**config.mk**
```make
export PLATFORM = sky130hd
export DESIGN_NAME = round_sat_pipe_flat
export DESIGN_NICKNAME = d
export VERILOG_FILES = /design/src/rtl/round_sat_pipe_if.sv /design/src/rtl/round_sat_pipe.sv /design/src/flat_wrapper.sv
export SDC_FILE = /design/constraint.sdc
export NUM_CORES = 1
export LEC_CHECK = 0
export BUFFER_PORTS_ARGS = -buffer_cell sky130_fd_sc_hd__buf_2
export CORE_ASPECT_RATIO = 0.7
export CORE_MARGIN = 1
export CORE_UTILIZATION = 30
export CTS_CLUSTER_SIZE = 40
export DETAILED_ROUTE_END_ITERATION = 12
export GPL_TIMING_DRIVEN = 0
export SLEW_MARGIN = 20
export SYNTH_ARGS = -nofsm -noshare
export SYNTH_HDL_FRONTEND = slang
export SYNTH_SLANG_ARGS = --single-unit
```
**constraint.sdc**
```tcl
create_clock -name clk -period 4.29 [get_ports clk]
set_input_delay 0 -clock clk [delete_from_list [all_inputs] [get_ports clk]]
set_output_delay 0 -clock clk [all_outputs]
set_load 0.03 [all_outputs]
```
**src/rtl/round_sat_pipe_if.sv**
```systemverilog
// Stream bundle for the round-and-saturate pipe: the wide input beat, the
// narrowed output beat with per-lane saturation flags, and the saturation
// event counter with its clear.
interface round_sat_pipe_if #(
    parameter int IN_W  = 14,
    parameter int OUT_W = 7,
    parameter int LANES = 4,
    parameter int CNT_W = 16
);
    logic                   in_valid;
    logic                   in_ready;
    logic [LANES*IN_W-1:0]  in_data;
    logic [1:0]             in_mode;
    logic                   out_valid;
    logic                   out_ready;
    logic [LANES*OUT_W-1:0] out_data;
    logic [LANES-1:0]       out_sat;
    logic [CNT_W-1:0]       sat_count;
    logic                   sat_clr;

    // Producer of input beats and consumer of output beats
    modport master (
        output in_valid, in_data, in_mode, out_ready, sat_clr,
        input  in_ready, out_valid, out_data, out_sat, sat_count
    );

    // The rounding unit itself
    modport slave (
        input  in_valid, in_data, in_mode, out_ready, sat_clr,
        output in_ready, out_valid, out_data, out_sat, sat_count
    );
endinterface

```
**src/rtl/round_sat_pipe.sv**
```systemverilog
// Multi-lane round-and-saturate pipe. Narrows signed IN_W words to signed
// OUT_W words after dropping SHIFT fraction bits with a per-beat rounding
// mode. Stage 1 holds the rounded values, stage 2 the saturated result that
// drives the output. A sticky counter tallies saturated lanes delivered.
module round_sat_pipe #(
    parameter int IN_W  = 14,
    parameter int OUT_W = 7,
    parameter int SHIFT = 6,
    parameter int LANES = 4,
    parameter int CNT_W = 16
) (
    input  logic            clk,
    input  logic            rst,
    round_sat_pipe_if.slave bus
);
    // One extra bit so adding the half-LSB can never wrap a positive word
    localparam int RW = IN_W + 1;
    localparam int PW = $clog2(LANES + 1);
    localparam int SW = CNT_W + PW;

    localparam logic signed [RW-1:0] HALF   = RW'(2 ** (SHIFT - 1));
    localparam logic signed [RW-1:0] SAT_HI = RW'(2 ** (OUT_W - 1) - 1);
    localparam logic signed [RW-1:0] SAT_LO = RW'(-(2 ** (OUT_W - 1)));
    localparam logic [OUT_W-1:0]     OUT_HI = {1'b0, {(OUT_W-1){1'b1}}};
    localparam logic [OUT_W-1:0]     OUT_LO = {1'b1, {(OUT_W-1){1'b0}}};
    localparam logic [SW-1:0]        CNT_MAX = {{PW{1'b0}}, {CNT_W{1'b1}}};

    logic signed [RW-1:0]   rnd_c [LANES];
    logic signed [RW-1:0]   s1_r  [LANES];
    logic                   s1_valid;
    logic                   s2_valid;
    logic [LANES*OUT_W-1:0] sat_data_c;
    logic [LANES-1:0]       sat_flag_c;
    logic [LANES*OUT_W-1:0] s2_data;
    logic [LANES-1:0]       s2_sat;
    logic [CNT_W-1:0]       cnt;
    logic [PW-1:0]          pop_c;
    logic [SW-1:0]          cnt_sum_c;
    logic                   s1_load;
    logic                   s2_load;
    logic                   xfer;

    // A stage refills when it is empty or its contents move on this cycle;
    // out_ready therefore reaches in_ready combinationally with no bubble.
    assign s2_load      = !s2_valid || bus.out_ready;
    assign s1_load      = !s1_valid || s2_load;
    assign xfer         = s2_valid && bus.out_ready;
    assign bus.in_ready = s1_load;

    assign bus.out_valid = s2_valid;
    assign bus.out_data  = s2_data;
    assign bus.out_sat   = s2_sat;
    assign bus.sat_count = cnt;

    // Round each lane of the incoming beat according to the beat's mode
    always_comb begin
        logic signed [IN_W-1:0] x;
        logic signed [RW-1:0]   xe;
        logic signed [RW-1:0]   trunc;
        logic signed [RW-1:0]   up;
        logic                   tie;
        x     = '0;
        xe    = '0;
        trunc = '0;
        up    = '0;
        tie   = 1'b0;
        for (int i = 0; i < LANES; i++) begin
            x     = bus.in_data[i*IN_W +: IN_W];
            xe    = {x[IN_W-1], x};
            trunc = xe >>> SHIFT;
            up    = (xe + HALF) >>> SHIFT;
            tie   = (x[SHIFT-1:0] == HALF[SHIFT-1:0]);
            rnd_c[i] = up;
            case (bus.in_mode)
                2'd0:    rnd_c[i] = trunc;
                2'd1:    rnd_c[i] = up;
                2'd2:    rnd_c[i] = (tie && !x[SHIFT]) ? trunc : up;
                default: rnd_c[i] = (tie && x[IN_W-1]) ? trunc : up;
            endcase
        end
    end

    // Clamp the stage-1 values into the signed output range and flag clamps
    always_comb begin
        sat_data_c = '0;
        sat_flag_c = '0;
        for (int i = 0; i < LANES; i++) begin
            if (s1_r[i] > SAT_HI) begin
                sat_data_c[i*OUT_W +: OUT_W] = OUT_HI;
                sat_flag_c[i]                = 1'b1;
            end else if (s1_r[i] < SAT_LO) begin
                sat_data_c[i*OUT_W +: OUT_W] = OUT_LO;
                sat_flag_c[i]                = 1'b1;
            end else begin
                sat_data_c[i*OUT_W +: OUT_W] = s1_r[i][OUT_W-1:0];
            end
        end
    end

    // Count saturated lanes in the outgoing beat and form the widened sum
    always_comb begin
        pop_c = '0;
        for (int i = 0; i < LANES; i++) begin
            pop_c = pop_c + PW'(s2_sat[i]);
        end
        cnt_sum_c = SW'(cnt) + SW'(pop_c);
    end

    // Stage 1: capture rounded lanes whenever the stage may refill
    always_ff @(posedge clk) begin
        if (rst) begin
            s1_valid <= 1'b0;
            for (int i = 0; i < LANES; i++) begin
                s1_r[i] <= '0;
            end
        end else if (s1_load) begin
            s1_valid <= bus.in_valid;
            if (bus.in_valid) begin
                for (int i = 0; i < LANES; i++) begin
                    s1_r[i] <= rnd_c[i];
                end
            end
        end
    end

    // Stage 2: capture saturated result; it holds while the consumer stalls
    always_ff @(posedge clk) begin
        if (rst) begin
            s2_valid <= 1'b0;
            s2_data  <= '0;
            s2_sat   <= '0;
        end else if (s2_load) begin
            s2_valid <= s1_valid;
            if (s1_valid) begin
                s2_data <= sat_data_c;
                s2_sat  <= sat_flag_c;
            end
        end
    end

    // Sticky saturation counter: clear beats a same-cycle transfer, and the
    // count clamps at all-ones instead of wrapping
    always_ff @(posedge clk) begin
        if (rst) begin
            cnt <= '0;
        end else if (bus.sat_clr) begin
            cnt <= '0;
        end else if (xfer) begin
            cnt <= (cnt_sum_c > CNT_MAX) ? {CNT_W{1'b1}} : cnt_sum_c[CNT_W-1:0];
        end
    end
endmodule

```
**src/flat_wrapper.sv**
```systemverilog
// flat-port wrapper written by rule: the top's interface ports become plain ports
module round_sat_pipe_flat 
#(
    parameter int IN_W  = 14,
    parameter int OUT_W = 7,
    parameter int SHIFT = 6,
    parameter int LANES = 4,
    parameter int CNT_W = 16
)
  (clk, rst, bus_in_valid, bus_in_data, bus_in_mode, bus_out_ready, bus_sat_clr, bus_in_ready, bus_out_valid, bus_out_data, bus_out_sat, bus_sat_count);
  round_sat_pipe_if #(.IN_W(IN_W), .OUT_W(OUT_W), .LANES(LANES), .CNT_W(CNT_W)) bus_i ();
  input  logic clk;
  input  logic rst;
  input wire logic [$bits(bus_i.in_valid)-1:0] bus_in_valid;
  input wire logic [$bits(bus_i.in_data)-1:0] bus_in_data;
  input wire logic [$bits(bus_i.in_mode)-1:0] bus_in_mode;
  input wire logic [$bits(bus_i.out_ready)-1:0] bus_out_ready;
  input wire logic [$bits(bus_i.sat_clr)-1:0] bus_sat_clr;
  output wire logic [$bits(bus_i.in_ready)-1:0] bus_in_ready;
  output wire logic [$bits(bus_i.out_valid)-1:0] bus_out_valid;
  output wire logic [$bits(bus_i.out_data)-1:0] bus_out_data;
  output wire logic [$bits(bus_i.out_sat)-1:0] bus_out_sat;
  output wire logic [$bits(bus_i.sat_count)-1:0] bus_sat_count;
  assign bus_i.in_valid = bus_in_valid;
  assign bus_i.in_data = bus_in_data;
  assign bus_i.in_mode = bus_in_mode;
  assign bus_i.out_ready = bus_out_ready;
  assign bus_i.sat_clr = bus_sat_clr;
  assign bus_in_ready = bus_i.in_ready;
  assign bus_out_valid = bus_i.out_valid;
  assign bus_out_data = bus_i.out_data;
  assign bus_out_sat = bus_i.out_sat;
  assign bus_sat_count = bus_i.sat_count;
  round_sat_pipe #(.IN_W(IN_W), .OUT_W(OUT_W), .SHIFT(SHIFT), .LANES(LANES), .CNT_W(CNT_W)) u_core (.clk(clk), .rst(rst), .bus(bus_i));
endmodule
```
Word level (Yosys, flattened, before mapping)
Memories as Yosys holds them, arrays and structs flattened.
Cells that the tools add are included.
Storage, ports and cells
  bits in registers: 50
  latch bits: 0
  bits in writable memories: 60
  memory bits (read-only): 0
  input port bits: 63
  output and inout port bits: 50
  word-level logic and storage cells: 92
  memories kept: 1
Operators by class
  add/subtract/negate cells: 8
  $mul: 0
  divide/modulo/power cells: 0
  $lt $le $gt $ge: 9
  equal/unequal tests: 6
  shift-type cells: 0
  mux-type cells: 39
  bitwise operators: 4
  reductions and logical operators: 20
Memory list
  u_core.s1_r: words 4, width 15, rd ports 4, clocked after memory_dff 0, write ports 4, line round_sat_pipe.sv:29  | logic signed [RW-1:0] s1_r [LANES];
Operators with widths (count)
  15-bit two-way mux: 12
  15-bit one-hot mux with 3 select lines: 4
  14-bit by 7-bit adder with 15-bit output, second input constant: 4
  15-bit by 7-bit greater-than comparator with 1-bit output, second input constant: 4
  15-bit by 7-bit < comparator with 1-bit output, second input constant: 4
  7-bit two-way mux: 8
  6-bit == test, second input constant: 4
  19-bit by 16-bit greater-than comparator with 1-bit output, second input constant: 1
  16-bit by 3-bit adder with 17-bit output: 1
  16-bit two-way mux: 1
  1-bit two-way mux: 14
  1-bit logical AND: 9
  3-bit by 1-bit adder with 3-bit output: 2
  1-bit logical NOT: 6
  1-bit OR: 4
  1-bit by 1-bit adder with 2-bit output: 1
  2-bit by 1-bit == test with 1-bit output, second input constant: 1
  2-bit == test, second input constant: 1
  2-bit logical NOT: 1
  1-bit logical OR: 2
  2-bit AND reduction: 1
  2-bit OR reduction: 1

Logic depth before layout (Yosys ltp)
  depth in word-level cells: 7
  mapped depth: 14
  gate-level depth less buffers: 12

Worst setup path before layout
OpenSTA, ideal clock, no wires.
  path kind: register to register
  from: register u_core.s2_sat[1], in the netlist u_core.bus.out_sat[1]
  to: register u_core.cnt[12], in the netlist u_core.bus.sat_count[12]
  setup time: 0.088 ns
  data arrival time: 3.183 ns
  data required time: 4.202 ns
  setup slack: 1.019 ns
  stages on the path, launching flop included: 14
  path buffers: 2
  clock period less this slack: 3.271 ns
  cells stage by stage: dfxtp_1 > ha_1 > inv_1 > fa_1 > inv_1 > ha_1 > inv_1 > fa_1 > nand2b_2 > a21o_2 > or3_1 > buf_6 > buf_8 > a311oi_2
Between the ends
  longest elaborated chain between the ends: 6
RTL lines
  start: declaration: line round_sat_pipe.sv:35  | logic [LANES-1:0] s2_sat;
  start signal: assignment: line round_sat_pipe.sv:136  | s2_sat <= sat_flag_c;
  1-bit by 1-bit adder with 2-bit output (*): line round_sat_pipe.sv:104  | pop_c = pop_c + PW'(s2_sat[i]);
  3-bit by 1-bit adder with 3-bit output (*) (2 in a row): line round_sat_pipe.sv:104
  16-bit by 3-bit adder with 17-bit output (*): line round_sat_pipe.sv:106  | cnt_sum_c = SW'(cnt) + SW'(pop_c);
  19-bit by 16-bit greater-than comparator with 1-bit output: line round_sat_pipe.sv:149  | cnt <= (cnt_sum_c > CNT_MAX) ? {CNT_W{1'b1}} : cnt_sum_c[CNT_W-1:0];
  16-bit two-way mux (*): line round_sat_pipe.sv:149
  end signal: assignment: line round_sat_pipe.sv:149
  end: declaration: line round_sat_pipe.sv:36  | logic [CNT_W-1:0] cnt;
Mark *: on every way between the ends. The rest lies on a longest branch, timed or not.
A chain may end at the register's enable or synchronous reset.

Worst setup path in the final report
  from: register u_core.s2_sat[0], in the netlist u_core.bus.out_sat[0]
  to: register u_core.cnt[12], in the netlist u_core.bus.sat_count[12]
Same word-level chain as after synthesis.

==> flow_summary.json <==
{
  "gp_congestion": 0.827,
  "yosys_warnings": 0,
  "start_kind": "flip-flop",
  "min_from": "bus_in_data[51]",
  "rsz0062_at_grt": "false",
  "post_cts_buffers": 0,
  "dr.pass1.iters": 5,
  "seq_area_frac_synth": 0.457,
  "synth_most_common_cell": "nand2_1",
  "yosys-top-cells-area": "edfxtp_1 24%, dfxtp_1 22%, a21oi_1 5.4%, nand2_1 5.4%, nor2_1 5.0%",
  "wl_met2_mm": 5.34,
  "hold_depth": 3,
  "status": "completed",
  "gr-total-overflow": 0,
  "via_per_inst": 4.97,
  "end_kind": "flip-flop",
  "synth-edff-count": 36,
  "grt.total_usage": 0.155,
  "hold_viol_final": 0,
  "required_ns": 4.55,
  "start_util": 0.308,
  "regToRegStartpoint": "u_core.bus.out_sat[0]",
  "coreArea_um2": 14800,
  "synth-simple-area-share": 0.244,
  "dp_slack_ns": 1.04,
  "ant_nets": 0,
  "drive_above_1_share": 0.221,
  "fin_util": 0.388,
  "crit_family": "adder cells",
  "synth_top_family_by_area": "simple AND/OR/NAND/NOR gates",
  "drv_cap": 0,
  "setup.worst_path.class": "reg2reg",
  "dieArea_um2": 15700,
  "fin_skew_ns": 0.00707,
  "slew_headroom": 0.323,
  "grt_start_max_net_pins": 32,
  "fin_crit_sh": 0.768,
  "clk_path_buf_depth": 2,
  "clk_pin_slew_worst_paths_ns": 0.06,
  "yosys_register_bits": 86,
  "syn_area_um2": 4550,
  "path_buf_inv": 5,
  "drc": 0,
  "crit_path_max_incr_delay_ns": 0.40,
  "post_drt_wl_per_cell_um": 14.0,
  "place_area_um2": 5380,
  "final.setup.tns_ns": 0,
  "cp_max_fo": 10,
  "fill_cells": 1488,
  "rows": 37,
  "r2r_setup_slack_ns": 1.0,
  "syn_nets": 598,
  "port_buffers": 111,
  "synth_xor_area_frac": 0.0481,
  "yosysTopAreaCellShare": 0.237,
  "cts_num_sinks": 86,
  "grt_pass1_wl_mm": 19.0,
  "min_to": "u_core.s1_r[3][3]",
  "worst_pin_slew_ns": 1.00,
  "final_area_um2": 5730,
  "numCtsBuffers": 9,
  "die_h_um": 105,
  "syn_to_final_growth_pct": 25.9,
  "hp-class": "in2reg",
  "clk-insertion-delay-late_ns": 0.34,
  "root_buffer": "clkbuf_16",
  "vdd_ir_drop_max_uv": 191,
  "setup_viol": 0,
  "synth_adder_area_share": 0.0335,
  "yosysTopAreaCell": "edfxtp_1",
  "final_nets": 722,
  "fin_ws_ns": 0.996,
  "cp_cell_sequence": "ha_1 > inv_1 > fa_1 > inv_1 > ha_1 > inv_1 > fa_1 > nand2b_2 > a21o_2 > or3_1 > buf_6 > buf_8 > a311oi_2",
  "highest_layer": "met5",
  "power.leakage_uw": 0.00235,
  "wl_met1_mm": 5.61,
  "synth_mux_area_frac": 0.00660,
  "cts_max_level": 3,
  "postRouteWirelength_mm": 11.9,
  "vias": 4218,
  "reg2reg_to": "u_core.bus.sat_count[12]",
  "synth_cells": 524,
  "yosys.cell_types.count": 56,
  "synthFlopType": "dfxtp_1",
  "grt_antenna_before_repair": 2,
  "num_io_pins": 113,
  "r2r_cells": 13,
  "cellPowerDensity_nw_per_um2": 365,
  "fmax_mhz": 304,
  "die_w_um": 149,
  "place.detailed.hpwl_mm": 9.48,
  "cts_tree": "yes",
  "async_flop_share": 0,
  "drv_slew": 0,
  "synth_compound_area_frac": 0.176,
  "min_period_ns": 3.29,
  "drtIter0Drc": 219,
  "met3WireLength_um": 791,
  "grt_pass1_vias": 3964,
  "syn_area_per_cell_um2": 8.69,
  "crit_slowest_cell": "fa_1",
  "critPathMostFrequentCell": "inv_1",
  "cp.arrival_ns": 3.55,
  "synthTopCellsByCount": "65 x nand2_1, 61 x nor2_1, 50 x dfxtp_1, 49 x a21oi_1, 45 x o21ai_0",
  "post_cts_resized": 0
}
[cells in the final DEF (no fill, tap or decap), types with 3 or more instances in the layout]
cell type	Yosys	routed
nor2b_1	9	9
clkbuf_1	17	18
buf_2	1	112
nand4_1	13	13
nand2_1	65	65
mux2i_1	3	3
nor2_1	61	61
xnor2_1	3	3
ha_1	9	9
clkbuf_16	0	9
a21oi_1	49	49
or2_2	3	3
and3_1	13	13
and2_1	4	4
a31oi_1	13	13
edfxtp_1	36	36
nand3_1	25	25
a41oi_1	3	3
nor3_1	9	9
nor4b_1	3	3
inv_1	15	15
bufinv_16	0	3
a211oi_1	5	5
o21ai_0	45	45
and4_1	4	4
xor2_1	22	22
dfxtp_1	50	50
nand2b_1	4	3
[worst max-delay path by stage]
| stage | from | slack, ns | depth (start not counted) | endpoint |
|---|---|---|---|---|
| 6_report | u_core.bus.out_sat[0] | 1.0 | 13 | u_core.bus.sat_count[12] |
| 3_5_place_dp | u_core.bus.out_sat[0] | 1.04 | 13 | u_core.bus.sat_count[12] |
| 2_1_floorplan | u_core.bus.out_sat[1] | 1.02 | 13 | u_core.bus.sat_count[12] |
| 5_1_grt | u_core.bus.out_sat[1] | 0.83 | 13 | u_core.bus.sat_count[12] |
| 3_3_place_gp | u_core.bus.out_sat[0] | 1.06 | 13 | u_core.bus.sat_count[12] |
| 4_1_cts | u_core.bus.out_sat[0] | 1.01 | 13 | u_core.bus.sat_count[12] |
[power breakdown]
part           switching (µW)  leakage [µW]  internal [µW]  total, µW
registers                20.4      0.000802            900        921
logic                     180       0.00138           94.9        274
clock network             310      0.000170            586        895
total                     510       0.00235           1580       2090
[cell families (layout without fill, tap and decap cells)]
kind of cell | after synthesis | in the layout
AOI/OAI and AO/OA | 134 | 134
xor gates and xnor gates | 25 | 25
adders and majority gates | 11 | 11
buffers and inverters | 37 | 166
DFF | 86 | 86
muxes | 3 | 3
other | 0 | 1
and+or+nand+nor | 228 | 228
[what timing repair did]
item                       4_1_cts  5_1_grt
setup endpoints to repair        0        0
hold endpoints to repair         1        0
hold buffers                     1        0
[routing by layer]
metal	up-vias	track usage
met1	1940	0.205
met5	-	0
met2	122	0.249
met4	2	0.0408
li1	2134	-
met3	20	0.0389
[flip-flops by register name, summed over array words and instances (netlist names)]
| register | count |
|---|---|
| u_core.bus.out_data | 28 |
| u_core.bus.out_sat | 4 |
| u_core.bus.out_valid | 1 |
| u_core.bus.sat_count | 16 |
| u_core.s1_r | 36 |
| u_core.s1_valid | 1 |
[metrics by stage]
| step | hold slack [ns] | total power [µW] | instances |
|---|---|---|---|
| final | 0.0108 | 2090 | 849 |
| after CTS | 0.00612 | 2110 | 848 |
| after global routing | 0.0223 | 2170 | 848 |
| after global placement | 0.249 | 1200 | 830 |
| after floorplan | 0.129 | 1100 | 524 |
| after detailed placement | 0.265 | 1210 | 831 |
[cell type report]
type	count	area, µm²	area share
flip-flops and latches	86	2080	0.363
multi-input cells	401	2310	0.404
well taps	195	244	0.0425
repair buffers	113	586	0.102
clock buffers	11	243	0.0423
inverters	15	56.3	0.00982
clock inverters	5	104	0.0181
plain buffers	22	103	0.0179
diodes	1	2.50	0.000436
[worst register-to-register path: stages, from the launching register on]
cell and delay (ns):
dfxtp_1 0.34, ha_1 0.30, inv_1 0.07, fa_1 0.40, inv_1 0.06, ha_1 0.20
inv_1 0.07, fa_1 0.40, nand2b_2 0.24, a21o_2 0.26, or3_1 0.36, buf_6 0.14
buf_8 0.13, a311oi_2 0.24
Note: power is estimated with default switching activity, not from simulation.
